<file path="config.mk">
export PLATFORM = sky130hd
export DESIGN_NAME = fifo_read_stream
export DESIGN_NICKNAME = d
export VERILOG_FILES = /design/src/rtl/asyn_fifo_pkg.sv /design/src/rtl/fifo_skid_buffer.sv /design/src/rtl/fifo_read_stream.sv
export SDC_FILE = /design/constraint.sdc
export NUM_CORES = 1
export LEC_CHECK = 0
export CORE_MARGIN = 2
export CORE_UTILIZATION = 52
export DETAILED_ROUTE_END_ITERATION = 7
export PLACE_DENSITY = 0.85
export RECOVER_POWER = 50
export SYNTH_ARGS = -nofsm -noshare
export SYNTH_HDL_FRONTEND = slang
export SYNTH_SLANG_ARGS = --single-unit
</file>
<file path="constraint.sdc">
create_clock -name r_clk -period 3.2 [get_ports r_clk]
set_input_delay 0.64 -clock r_clk [delete_from_list [all_inputs] [get_ports r_clk]]
set_output_delay 0.64 -clock r_clk [all_outputs]
set_load 0.03 [all_outputs]
</file>
<file path="src/rtl/asyn_fifo_pkg.sv">
// asyn_fifo_pkg: widths and word type shared by the async FIFO, its producer and its consumer
package asyn_fifo_pkg;
  localparam int DATA_WIDTH = 8;
  localparam int COUNT_WIDTH = 16;
  localparam int SKID_DEPTH = 2;
  typedef logic [DATA_WIDTH-1:0] word_t;
endpackage

</file>
<file path="src/rtl/fifo_skid_buffer.sv">
// fifo_skid_buffer: small circular buffer that re-presents captured FIFO words as a valid/ready stream
module fifo_skid_buffer #(
  parameter int DATA_WIDTH = asyn_fifo_pkg::DATA_WIDTH,
  parameter int SKID_DEPTH = asyn_fifo_pkg::SKID_DEPTH
) (
  input  logic                            r_clk,
  input  logic                            rst,
  input  logic                            push,
  input  logic [DATA_WIDTH-1:0]           push_data,
  input  logic                            pop,
  output logic [$clog2(SKID_DEPTH+1)-1:0] occ,
  output logic                            m_valid,
  output logic [DATA_WIDTH-1:0]           m_data
);
  import asyn_fifo_pkg::*;
  localparam int PW = $clog2(SKID_DEPTH);
  localparam int OW = $clog2(SKID_DEPTH+1);
  logic [DATA_WIDTH-1:0] r_buf [SKID_DEPTH];
  logic [PW-1:0] r_wptr, r_rptr;
  logic [OW-1:0] r_occ;
  // capture on push, release on pop; depth is a power of two so pointers wrap naturally
  always_ff @(posedge r_clk or posedge rst) begin
    if (rst) begin
      for (int i = 0; i < SKID_DEPTH; i++) r_buf[i] <= '0;
      r_wptr <= '0;
      r_rptr <= '0;
      r_occ  <= '0;
    end else begin
      if (push) begin
        r_buf[r_wptr] <= push_data;
        r_wptr        <= r_wptr + PW'(1);
      end
      if (pop) r_rptr <= r_rptr + PW'(1);
      r_occ <= r_occ + OW'(push) - OW'(pop);
    end
  end
  assign occ     = r_occ;
  assign m_valid = r_occ != '0;
  assign m_data  = r_buf[r_rptr];
endmodule

</file>
<file path="src/rtl/fifo_read_stream.sv">
// fifo_read_stream: pulls words from the async FIFO read port and streams them out via a skid buffer
module fifo_read_stream #(
  parameter int DATA_WIDTH  = asyn_fifo_pkg::DATA_WIDTH,
  parameter int SKID_DEPTH  = asyn_fifo_pkg::SKID_DEPTH,
  parameter int COUNT_WIDTH = asyn_fifo_pkg::COUNT_WIDTH
) (
  input  logic                   r_clk,
  input  logic                   rst,
  input  logic                   drain_en,
  input  logic                   fifo_empty,
  output logic                   fifo_load,
  input  logic [DATA_WIDTH-1:0]  fifo_data,
  output logic                   m_valid,
  input  logic                   m_ready,
  output logic [DATA_WIDTH-1:0]  m_data,
  output logic [COUNT_WIDTH-1:0] rd_count,
  output logic                   idle
);
  import asyn_fifo_pkg::*;
  localparam int OW = $clog2(SKID_DEPTH+1);
  localparam logic [OW:0] LIMIT = (OW+1)'(SKID_DEPTH);
  logic                   r_inflight;
  logic [COUNT_WIDTH-1:0] r_rd_count;
  logic [OW-1:0]          w_occ;
  logic                   w_pop;
  logic [OW:0]            w_credit;
  assign w_pop    = m_valid & m_ready;
  // slots committed after this edge: buffered + word arriving - word leaving
  assign w_credit = {1'b0, w_occ} + (OW+1)'(r_inflight) - (OW+1)'(w_pop);
  assign fifo_load = ~rst & drain_en & ~fifo_empty & (w_credit < LIMIT);
  // track the FIFO's one-cycle read latency and count delivered words
  always_ff @(posedge r_clk or posedge rst) begin
    if (rst) begin
      r_inflight <= 1'b0;
      r_rd_count <= '0;
    end else begin
      r_inflight <= fifo_load;
      r_rd_count <= r_rd_count + COUNT_WIDTH'(w_pop);
    end
  end
  fifo_skid_buffer #(.DATA_WIDTH(DATA_WIDTH), .SKID_DEPTH(SKID_DEPTH)) u_skid (
    .r_clk     (r_clk),
    .rst       (rst),
    .push      (r_inflight),
    .push_data (fifo_data),
    .pop       (w_pop),
    .occ       (w_occ),
    .m_valid   (m_valid),
    .m_data    (m_data)
  );
  assign rd_count = r_rd_count;
  assign idle     = ~r_inflight & (w_occ == '0);
endmodule
</file>
==> parameters.txt, run 1 <==
Parameter                              Value

Outcome
  Result of the run ... complete, but fails checks
  Violated checks ... capacitance limit, slew limit

Worst setup path
  Max Fanout on Critical Path ... 3
  Worst Setup End Kind ... primary output
  CP startpoint kind ... primary input
  Critical Path RT ... roughly 2600 ps
  CP Data Arrival Time ... 2320 ps
  Critical path class ... primary input to primary output

Timing
  Final period utilization ... 92.49%
  Final setup vio count ... 0
  Slew margin rel. ... -27.40%
  Pins over their slew limit ... 38
  Endpoints failing hold ... 0
  Final Skew ... 5.238 ps
  Worst hold slack ... between 400 and 500 ps
  Unrepaired setup endpoints after global routing ... false
  F_max ... about 340 MHz
  Transition time of the tightest slew-check pin ... about 1900 ps
  Fin crit period ... 2960 ps

Synth
  Most used standard cell by instance count after synthesis ... sky130_fd_sc_hd__dfrtp_1
  Count of unique library cells instantiated by Yosys ... 23
  Most instantiated flip-flop cell in the synthesis netlist ... sky130_fd_sc_hd__dfrtp_1
  Post-Syn Area per Cell ... 13.11 um^2
  EDFF count, synth ... 0
  Synth Instances ... 123
  Post-Syn Area ... 0.001613 mm^2
  Count of yosys warnings during synthesis ... 0
  Largest cells by area after synthesis ... sky130_fd_sc_hd__dfrtp_1, sky130_fd_sc_hd__mux2_2, sky130_fd_sc_hd__xnor2_1, sky130_fd_sc_hd__xor2_1, sky130_fd_sc_hd__nand3_1
  Synth async-reset ratio ... 100.0%
  Fraction of post-synthesis cell area in the top cell type by area ... 57.41%
  Sequential share of the synthesized area ... a little under three fifths
  Ranking of synthesized cells by instance count ... sky130_fd_sc_hd__dfrtp_1, sky130_fd_sc_hd__mux2_2, sky130_fd_sc_hd__xnor2_1
  Net Count, Synth ... 139
  Flip-flop and latch count after synthesis ... 37
  Largest area contributor in the netlist ... sky130_fd_sc_hd__dfrtp_1

Detailed routing
  Via density ... 5.287
  Via count ... 1,068
  Drt initial violations ... 27
  Mean routed wirelength per cell ... 15.00 um
  Met2 routed WL ... 1496 um
  Count of nets left with antenna violations after detail routing ... 0
  Metal-1 WL ... 1287 um
  WL final ... 3030 um
  Met3 Routed Length ... 192 um
  Number of optimization iterations in the first detailed-route pass ... 4
  Remaining design rule violation count ... 0
  Top Layer Used ... met4

GRT
  Via count of the first global-routing pass ... 1,078
  Overall fraction of global-route tracks in use ... a little under a fifth
  Antenna violations before repair ... 0
  First-pass GRT wire length ... 4802 um
  Remaining global-route overflow ... 0
  Pin count of the biggest net entering global routing ... 38

Floorplanning
  Total die area ... 0.003563 mm^2
  Cell Rows ... 20
  Number of primary I/O pins ... 40
  Core region area ... about 0.003 mm^2
  Initial core utilization ... a little over half
  Die extent in y ... 59.69 um
  X dimension of the die ... 59.69 um

Cells and area
  Ratio of cells with drive above 1 in the final layout ... 21.30%
  Area growth from synthesis to final layout ... 29.40%
  Antenna diode count ... 0
  Net count of the finished layout ... roughly 180
  Final non-filler cell area ... approximately 0.0021 mm^2

Placed design
  Placed inst area ... 0.002042 mm^2
  Number of buffers inserted by port buffering ... 39
  Placer Congestion ... 0.7922
  DP Wirelength ... about 2200 um

Power and ir drop
  Maximum vdd drop ... approximately 500 uV
  Total power divided by cell area ... slightly above 900 mW/mm^2
  Total leakage power ... about 0.00094 uW

Clock network
  Maximum level of the CTS H-tree ... 2
  Later-pin clock latency in the skew report ... 330 ps
  Clock net sink count ... 37
  Clock buffers created by TritonCTS ... 5
  CTS tree ... yes
  Maximum clock path buffer count ... 2
  Post-CTS Repair Setup Buffers ... 0
  Root buffer selected by CTS ... sky130_fd_sc_hd__clkbuf_4
  Clock-pin slew on the worst setup and hold paths ... 100 ps

Worst hold path
  Kind of path behind the tightest hold check ... register to register

Run
  Max-cap viol count ... 1
[per-stage QoR]
stage | setup slack [ps] | std cells | power [uW] | setup TNS [ps] | util (%)
3_5_place_dp | -29.48 | 194 | 1722 | -29.48 | 68.00
4_1_cts | 225.0 | 202 | 1957 | 0 | 69.75
3_3_place_gp | 76.37 | 194 | 1684 | 0 | 68.00
2_1_floorplan | 566.1 | 123 | 1364 | 0 | -
6_report | 240.5 | 202 | 1929 | 0 | 69.50
5_1_grt | 154.6 | 202 | 2040 | 0 | 69.50
[routing by layer]
layer / track usage, % / vias to the layer above
met1: 22.03 / 526
li1: - / 502
met3: 6.710 / 5
met5: 0 / -
met2: 30.90 / 35
met4: 7.619 / 0
[logic make-up after synthesis]
kind of cell / share of synthesized area (%)
DFF: 57.41
and+or+nand+nor: 10.09
muxes: 16.76
xor gates and xnor gates: 9.775
buffers and inverters: 1.862
AOI/OAI and AO/OA: 1.319
adders and majority gates: 2.793
[layout by cell type, fill, tap and decap left out, drive strengths merged, types with 2 or more instances in the layout]
cell	count
nor3	3
clkinv	2
xnor2	10
dfrtp	37
and3	2
nand3	7
xor2	8
o21ai	2
mux2	24
nand2	7
clkdlybuf4s50	36
ha	2
clkbuf	7
inv	6
nor2	5
[registers in the layout (all words and copies together) (netlist names)]
name,cells
u_skid.r_wptr,1
r_inflight,1
rd_count,16
u_skid.r_buf,16
u_skid.occ,2
u_skid.r_rptr,1
[final timing paths]
kind | startpoint | to | slack, ps | cells past startpoint
min in group asynchronous | rst | u_skid.r_buf[8] | 1470 | 3
min | rd_count[15] | rd_count[15] | 480 | 1
min reg2reg | rd_count[15] | rd_count[15] | 480 | 1
max reg2reg | u_skid.occ[1] | rd_count[14] | 1120 | 7
max | m_ready | fifo_load | 240 | 9
max in group asynchronous | rst | rd_count[10] | 640 | 3
[what timing repair did]
action,4_1_cts,5_1_grt
endpoints found under the setup margin,1,0
gates resized for setup,2,0
hold buffers,0,0
[cell type report]
type / instances / area (um^2)
well taps: 33 / 41.29
clock buffers: 6 / 41.29
flip-flops and latches: 37 / 925.9
repair buffers: 40 / 390.4
multi-input cells: 78 / 655.6
inverters: 6 / 22.52
fillers: 222 / 915.9
clock inverters: 2 / 10.01
[critical path, cell delays in order]
cell	delay, ps
sky130_fd_sc_hd__dlygate4sd2_1	260
sky130_fd_sc_hd__o21a_1	110
sky130_fd_sc_hd__nand2_1	100
sky130_fd_sc_hd__o21ai_0	100
sky130_fd_sc_hd__ha_2	190
sky130_fd_sc_hd__fa_1	450
sky130_fd_sc_hd__nor2_1	90
sky130_fd_sc_hd__and4_1	210
sky130_fd_sc_hd__buf_4	160
[report_power, final]
part           total [uW]  switching, uW  internal (uW)
Sequential            778            143            635
Clock                 226            143           83.6
Combinational         925            472            452
(Power assumes the default switching activity.)
==> run 2: changes to the inputs <==
--- a/config.mk
+++ b/config.mk
@@ -6,10 +6,12 @@
 export NUM_CORES = 1
 export LEC_CHECK = 0
 export CORE_MARGIN = 2
-export CORE_UTILIZATION = 52
+export CORE_UTILIZATION = 55
 export DETAILED_ROUTE_END_ITERATION = 7
-export PLACE_DENSITY = 0.85
+export DONT_BUFFER_PORTS = 1
+export PLACE_DENSITY = 0.79
 export RECOVER_POWER = 50
 export SYNTH_ARGS = -nofsm -noshare
 export SYNTH_HDL_FRONTEND = slang
+export SYNTH_HIERARCHICAL = 1
 export SYNTH_SLANG_ARGS = --single-unit
==> parameters.txt, run 2 <==
Parameter                              Value

Outcome
  Result of the run ... finished clean

Cells and area
  Area growth from synthesis to final layout ... 9.271%
  Antenna diode count ... 0 (unchanged)
  Commonest cells after routing, fill and taps aside ... sky130_fd_sc_hd__dfrtp_1, sky130_fd_sc_hd__mux2_2, sky130_fd_sc_hd__xor2_1
  Ratio of cells with drive above 1 in the final layout ... 32.12% (+11 points)
  Leading cell type in the layout, fill and taps excluded ... sky130_fd_sc_hd__dfrtp_1
  Net count of the finished layout ... 156 (-15%)

Clock network
  Clock-pin slew on the worst setup and hold paths ... 100 ps (about the same)
  Maximum clock path buffer count ... 2 (unchanged)
  Clock buffers created by TritonCTS ... 5 (unchanged)
  Root buffer selected by CTS ... sky130_fd_sc_hd__clkbuf_4
  CTS tree ... yes
  Later-pin clock latency in the skew report ... 320 ps (about the same)
  Clock net sink count ... 37 (unchanged)
  Maximum level of the CTS H-tree ... 2 (unchanged)

Timing
  Final Skew ... 5.397 ps (+0.1594 ps)
  Setup slack after layout ... 109.1 ps (-131.3 ps)
  F_max ... 323.5 MHz (-4.2%)
  Sum Neg Setup Slack ... 0 ps (unchanged)
  Endpoints failing hold ... 0 (unchanged)
  Slew margin rel. ... 38.03% (+65 points)
  Unrepaired setup endpoints after global routing ... true
  Final period utilization ... 96.59% (+4.1 points)
  Final setup vio count ... 0 (unchanged)
  Transition time of the tightest slew-check pin ... 922.5 ps (-988.6 ps)
  Fin crit period ... 3091 ps (+131.3 ps)
  Pins over their slew limit ... 0 (-100%)

Synth
  Sequential share of the synthesized area ... 54.45% (-3.0 points)
  Fraction of post-synthesis cell area in the top cell type by area ... 54.45% (-3.0 points)
  Count of yosys warnings during synthesis ... 6 (+6)
  Synth async-reset ratio ... 100.0% (unchanged)
  Largest area contributor in the netlist ... sky130_fd_sc_hd__dfrtp_1
  EDFF count, synth ... 0 (unchanged)
  Post-Syn Area per Cell ... 13.39 um^2 (+2.1%)
  Most instantiated flip-flop cell in the synthesis netlist ... sky130_fd_sc_hd__dfrtp_1
  Largest cells by area after synthesis ... sky130_fd_sc_hd__dfrtp_1, sky130_fd_sc_hd__mux2_2, sky130_fd_sc_hd__mux2_4, sky130_fd_sc_hd__xor2_1, sky130_fd_sc_hd__ha_1
  Flip-flop and latch count after synthesis ... 37 (unchanged)
  Ranking of synthesized cells by instance count ... sky130_fd_sc_hd__dfrtp_1, sky130_fd_sc_hd__mux2_2, sky130_fd_sc_hd__xor2_1
  Count of unique library cells instantiated by Yosys ... 22 (-4.3%)
  Synth Instances ... 127 (+3.3%)
  Net Count, Synth ... 146 (+5.0%)
  Most used standard cell by instance count after synthesis ... sky130_fd_sc_hd__dfrtp_1
  Post-Syn Area ... 0.001700 mm^2 (+5.4%)

Placed design
  Setup Slack @ Placement ... 265.2 ps (+294.7 ps)
  Number of buffers inserted by port buffering ... 0 (-100%)
  DP Wirelength ... 2145 um (-4.2%)
  Placer Congestion ... 0.7273 (-8.2%)

Floorplanning
  Die extent in y ... 59.60 um (-0.15%)
  Total die area ... 0.003552 mm^2 (-0.30%)
  X dimension of the die ... 59.60 um (-0.15%)
  Cell Rows ... 20 (unchanged)
  Core region area ... 0.003003 mm^2 (unchanged)
  Number of primary I/O pins ... 40 (unchanged)
  Initial core utilization ... 56.63% (+2.9 points)

Detailed routing
  Via density ... 5.659 (+7.0%)
  Number of optimization iterations in the first detailed-route pass ... 4 (unchanged)
  Via count ... 962 (-9.9%)
  WL final ... 2949 um (-2.7%)
  Count of nets left with antenna violations after detail routing ... 0 (unchanged)
  Mean routed wirelength per cell ... 17.35 um (+16%)
  Drt initial violations ... 25 (-7.4%)
  Remaining design rule violation count ... 0 (unchanged)

Power and ir drop
  Sequential share of power ... 47.4% (+7.1 points)
  Proportion of total power due to net switching ... 42.25% (+2.9 points)
  Sw Pwr ... 794.7 uW (+4.8%)
  Total power divided by cell area ... 1012 mW/mm^2 (+9.5%)
  Total leakage power ... 0.0008967 uW (-4.4%)
  Maximum vdd drop ... 478.9 uV (-4.9%)
  Relative contribution of combinational cells to total power ... 39.9% (-8.0 points)
  Share of power burned in the clock network ... 12.7% (+1.0 points)
  Internal power ... 1086 uW (-7.2%)

Worst setup path
  Max Fanout on Critical Path ... 2 (-1)
  Critical Path RT ... 2560 ps (about the same)
  Critical path class ... register to primary output
  CP startpoint kind ... register
  CP Data Arrival Time ... 2450 ps (+130 ps)
  Worst Setup End Kind ... primary output

Worst hold path
  Kind of path behind the tightest hold check ... primary input to asynchronous set/reset pin

GRT
  First-pass GRT wire length ... 4981 um (+3.7%)
  Antenna violations before repair ... 0 (unchanged)
  Remaining global-route overflow ... 0 (unchanged)
  Pin count of the biggest net entering global routing ... 21 (-45%)
  Overall fraction of global-route tracks in use ... 19.44% (+0.76 points)
  Via count of the first global-routing pass ... 1,091 (+1.2%)

Run
  Max-cap viol count ... 0 (-1)
[run 2: cell types whose count changed after synthesis, sizes merged, moves of 3 or more]
cell | previous run | this run
xor2 | 8 | 13
xnor2 | 10 | 6
nand4 | 0 | 4
ha | 2 | 5
nor4 | 1 | 5
nand3 | 7 | 4
[run 2: area by class of cell]
| class | count | area (um^2) |
|---|---|---|
| tap | 33 | 41.29 |
| sequential | 37 | 927.1 |
| timing repair buffer | 5 | 41.29 |
| multi-input combinational | 81 | 767.0 |
| clock buffer | 7 | 55.05 |
| fill | 251 | 1145 |
| inverter | 7 | 26.28 |
[run 2: final timing paths]
| path | startpoint | end | slack (ps) | cells past startpoint |
|---|---|---|---|---|
| min in group r_clk | fifo_data[1] | u_skid/r_buf[9] | 450 | 1 |
| worst max-delay path | u_skid/occ[1] | fifo_load | 110 | 8 |
| worst min-delay path | rst | rd_count[15] | 280 | 1 |
| worst max register to register | u_skid/occ[1] | r_inflight | 1010 | 8 |
| worst min register to register | u_skid/r_buf[11] | u_skid/r_buf[11] | 500 | 1 |
| max in group asynchronous | rst | u_skid/occ[1] | 2370 | 1 |
[run 2: through the flow]
stage | util (%) | total power, uW | hold WS (ps) | area, um^2 | std cells
2_1_floorplan | - | 1486 | 472.9 | 1715 | 127
5_1_grt | 61.88 | 2008 | 303.2 | 1858 | 170
3_5_place_dp | 58.71 | 1614 | 491.5 | 1763 | 161
6_report | 61.88 | 1881 | 277.7 | 1858 | 170
3_3_place_gp | 58.71 | 1569 | 481.9 | 1763 | 161
4_1_cts | 62.13 | 1916 | 272.2 | 1866 | 170
[run 2: worst max-delay path, cell delays in order, from the launching register on]
cell and delay, ps:
sky130_fd_sc_hd__dfrtp_2 410, sky130_fd_sc_hd__or2_4 250, sky130_fd_sc_hd__and2_4 150, sky130_fd_sc_hd__ha_4 200, sky130_fd_sc_hd__nand2b_4 130, sky130_fd_sc_hd__fa_1 530, sky130_fd_sc_hd__nand2_2 70, sky130_fd_sc_hd__nor4_4 220
sky130_fd_sc_hd__buf_6 170
[run 2: power groups by stage]
stage | sequential [uW] | combinational [uW] | clock [uW]
floorplan | 852 | 634 | 0
finish | 892 | 750 | 239
global route | 923 | 815 | 270
detailed placement | 912 | 702 | 0
CTS | 895 | 771 | 250
global placement | 897 | 672 | 0
[run 2: kinds of logic after synthesis]
group | share of synthesized area, %
xor+xnor | 9.787
simple gates | 10.74
buf+inv | 2.502
mux | 17.66
fa+ha+maj | 4.857
flops | 54.45
[run 2: layer usage]
layer | track usage [%] | share of wire (%) | vias to the layer above | routed length (um)
met2 | 33.75 | 53 | 30 | 1574
met4 | 8.254 | 1.2 | 0 | 36
met3 | 6.769 | 7.3 | 5 | 216
met5 | 0 | 0 | - | 0
li1 | - | - | 452 | -
met1 | 21.50 | 38 | 475 | 1121
[run 2: timing repair]
item | 4_1_cts | 5_1_grt
gates resized for setup | 7 | 0
setup endpoints to repair | 1 | 1
pin swaps | 5 | 2
setup buffers | 2 | 0
hold buffers | 0 | 0
endpoints found under the hold margin | 0 | 0
==> edit, RTL diff (flow settings as in run 1) <==
Change the package constant `DATA_WIDTH` from 8 to 9.
--- a/src/rtl/asyn_fifo_pkg.sv
+++ b/src/rtl/asyn_fifo_pkg.sv
@@ -1,5 +1,5 @@
 // asyn_fifo_pkg: widths and word type shared by the async FIFO, its producer and its consumer
 package asyn_fifo_pkg;
-  localparam int DATA_WIDTH = 8;
+  localparam int DATA_WIDTH = 9;
   localparam int COUNT_WIDTH = 16;
   localparam int SKID_DEPTH = 2;
Interface: changed (resized fifo_data and m_data); port bits go from 40 to 42. No check against the original RTL was run, so the function may have changed too.
==> edit against run 1 <==
  * The flow still finishes with violations (max-capacitance violations, max-slew violations)
  * Worst setup slack got worse by 0.018 ns
  * Clock skew rose by 0.0025 ns
  * Design area rose by 5.6%
  * Synthesized area rose by 4.9%
  * Wire length rose by 1.6%
  * Count of clock-buffer cells in the layout did not move
  * Sequential cell count rose by 2
  * Total power rose by 6.1%
  * Via count rose by 4.6%
  * Synthesized cell count rose by 1.6%
  * Global-route usage rose by 0.33 points
  * Critical endpoint unchanged
  * Largest cell class unchanged
  * Largest power group unchanged
==> edit: results (changes against run 1) <==
* Status: complete, but fails checks (unchanged)
* Met1 GRT Util at 0.2042 (was 0.2203)
* Yosys reg bits at 39 (was 37)
* Clock buf/inv share at 0.02554 (was 0.02458)
* CP Max Fanout at 5 (was 3)
* Failing checks: max-capacitance violations, max-slew violations (unchanged)
* Largest net degree at the start of global routing at 40 (was 38)
* GRT met3 Usage at 0.05672 (was 0.06710)
* Worst rel slew slack at -0.3278 (was -0.2740)
* Met2 Usage GRT at 0.3435 (was 0.3090)
* Syn nets at 142 (was 139)
* Peak VDD IR at 0.0004942 V (was 0.0005035 V)
* Pwr Total at 0.002048 W (was 0.001929 W)
* Synthesis-to-finish area growth at 30.33% (was 29.40%)
* Multi-input gate area at 695.7 um2 (was 655.6 um2)
* Initial DRC count at 31 (was 27)
* Worst EP arrival at 2.34 ns (was 2.32 ns)
* Vias in the first global route at 1124 (was 1078)
* Final hold slack at 0.4844 ns (was 0.4781 ns)
* Post-Place Setup Slack at -0.03012 ns (was -0.02948 ns)
* Slack of the worst reg-to-reg path at 1.18 ns (was 1.12 ns)
* HPWL after DPL at 2348 um (was 2240 um)
* Max Slew Vio Count at 40 (was 38)
* Top cells by area, synth: dfrtp_1 58%, mux2_2 18%, xnor2_1 5.2% (was dfrtp_1 57%, mux2_2 17%, xnor2_1 5.4%)
* Non-clock inverter count at 3 (was 6)
* Compound-Gate Fraction of Synth Area at 0.007396 (was 0.01319)
* # Max-Cap Violations at 1 (unchanged)
-- edit: cell count changes in the layout (fill, tap and decap cells not counted), sizes merged, moves of 2 or more --
cell and delta:
mux2 +3, nand4 +3, inv -3, nor3 -2, dfrtp +2, clkdlybuf4s50 +2
-- edit: worst max-delay path by stage --
stage                     startpoint                           to  slack, ns  cells after the start
after floorplan                  rst                    fifo_load       0.56                      2
after global placement       m_ready                    fifo_load       0.09                      8
after detailed placement     m_ready                    fifo_load      -0.03                      8
after CTS                    m_ready                    fifo_load       0.25                      8
after global routing             rst  u_skid.r_buf[3]$_DFFE_PP0P_       0.12                      3
final                        m_ready                    fifo_load       0.22                      8
-- edit: critical path, stage by stage --
cell	delay, ns
dlygate4sd2_1	0.28
nand3_1	0.15
o21ai_0	0.11
ha_1	0.21
fa_1	0.47
nor2_1	0.11
and4_1	0.21
buf_4	0.16
-- edit: what timing repair did --
item | 4_1_cts | 5_1_grt
endpoints found under the setup margin | 1 | 0
hold endpoints to repair | 0 | 0
resized for setup | 2 | 0
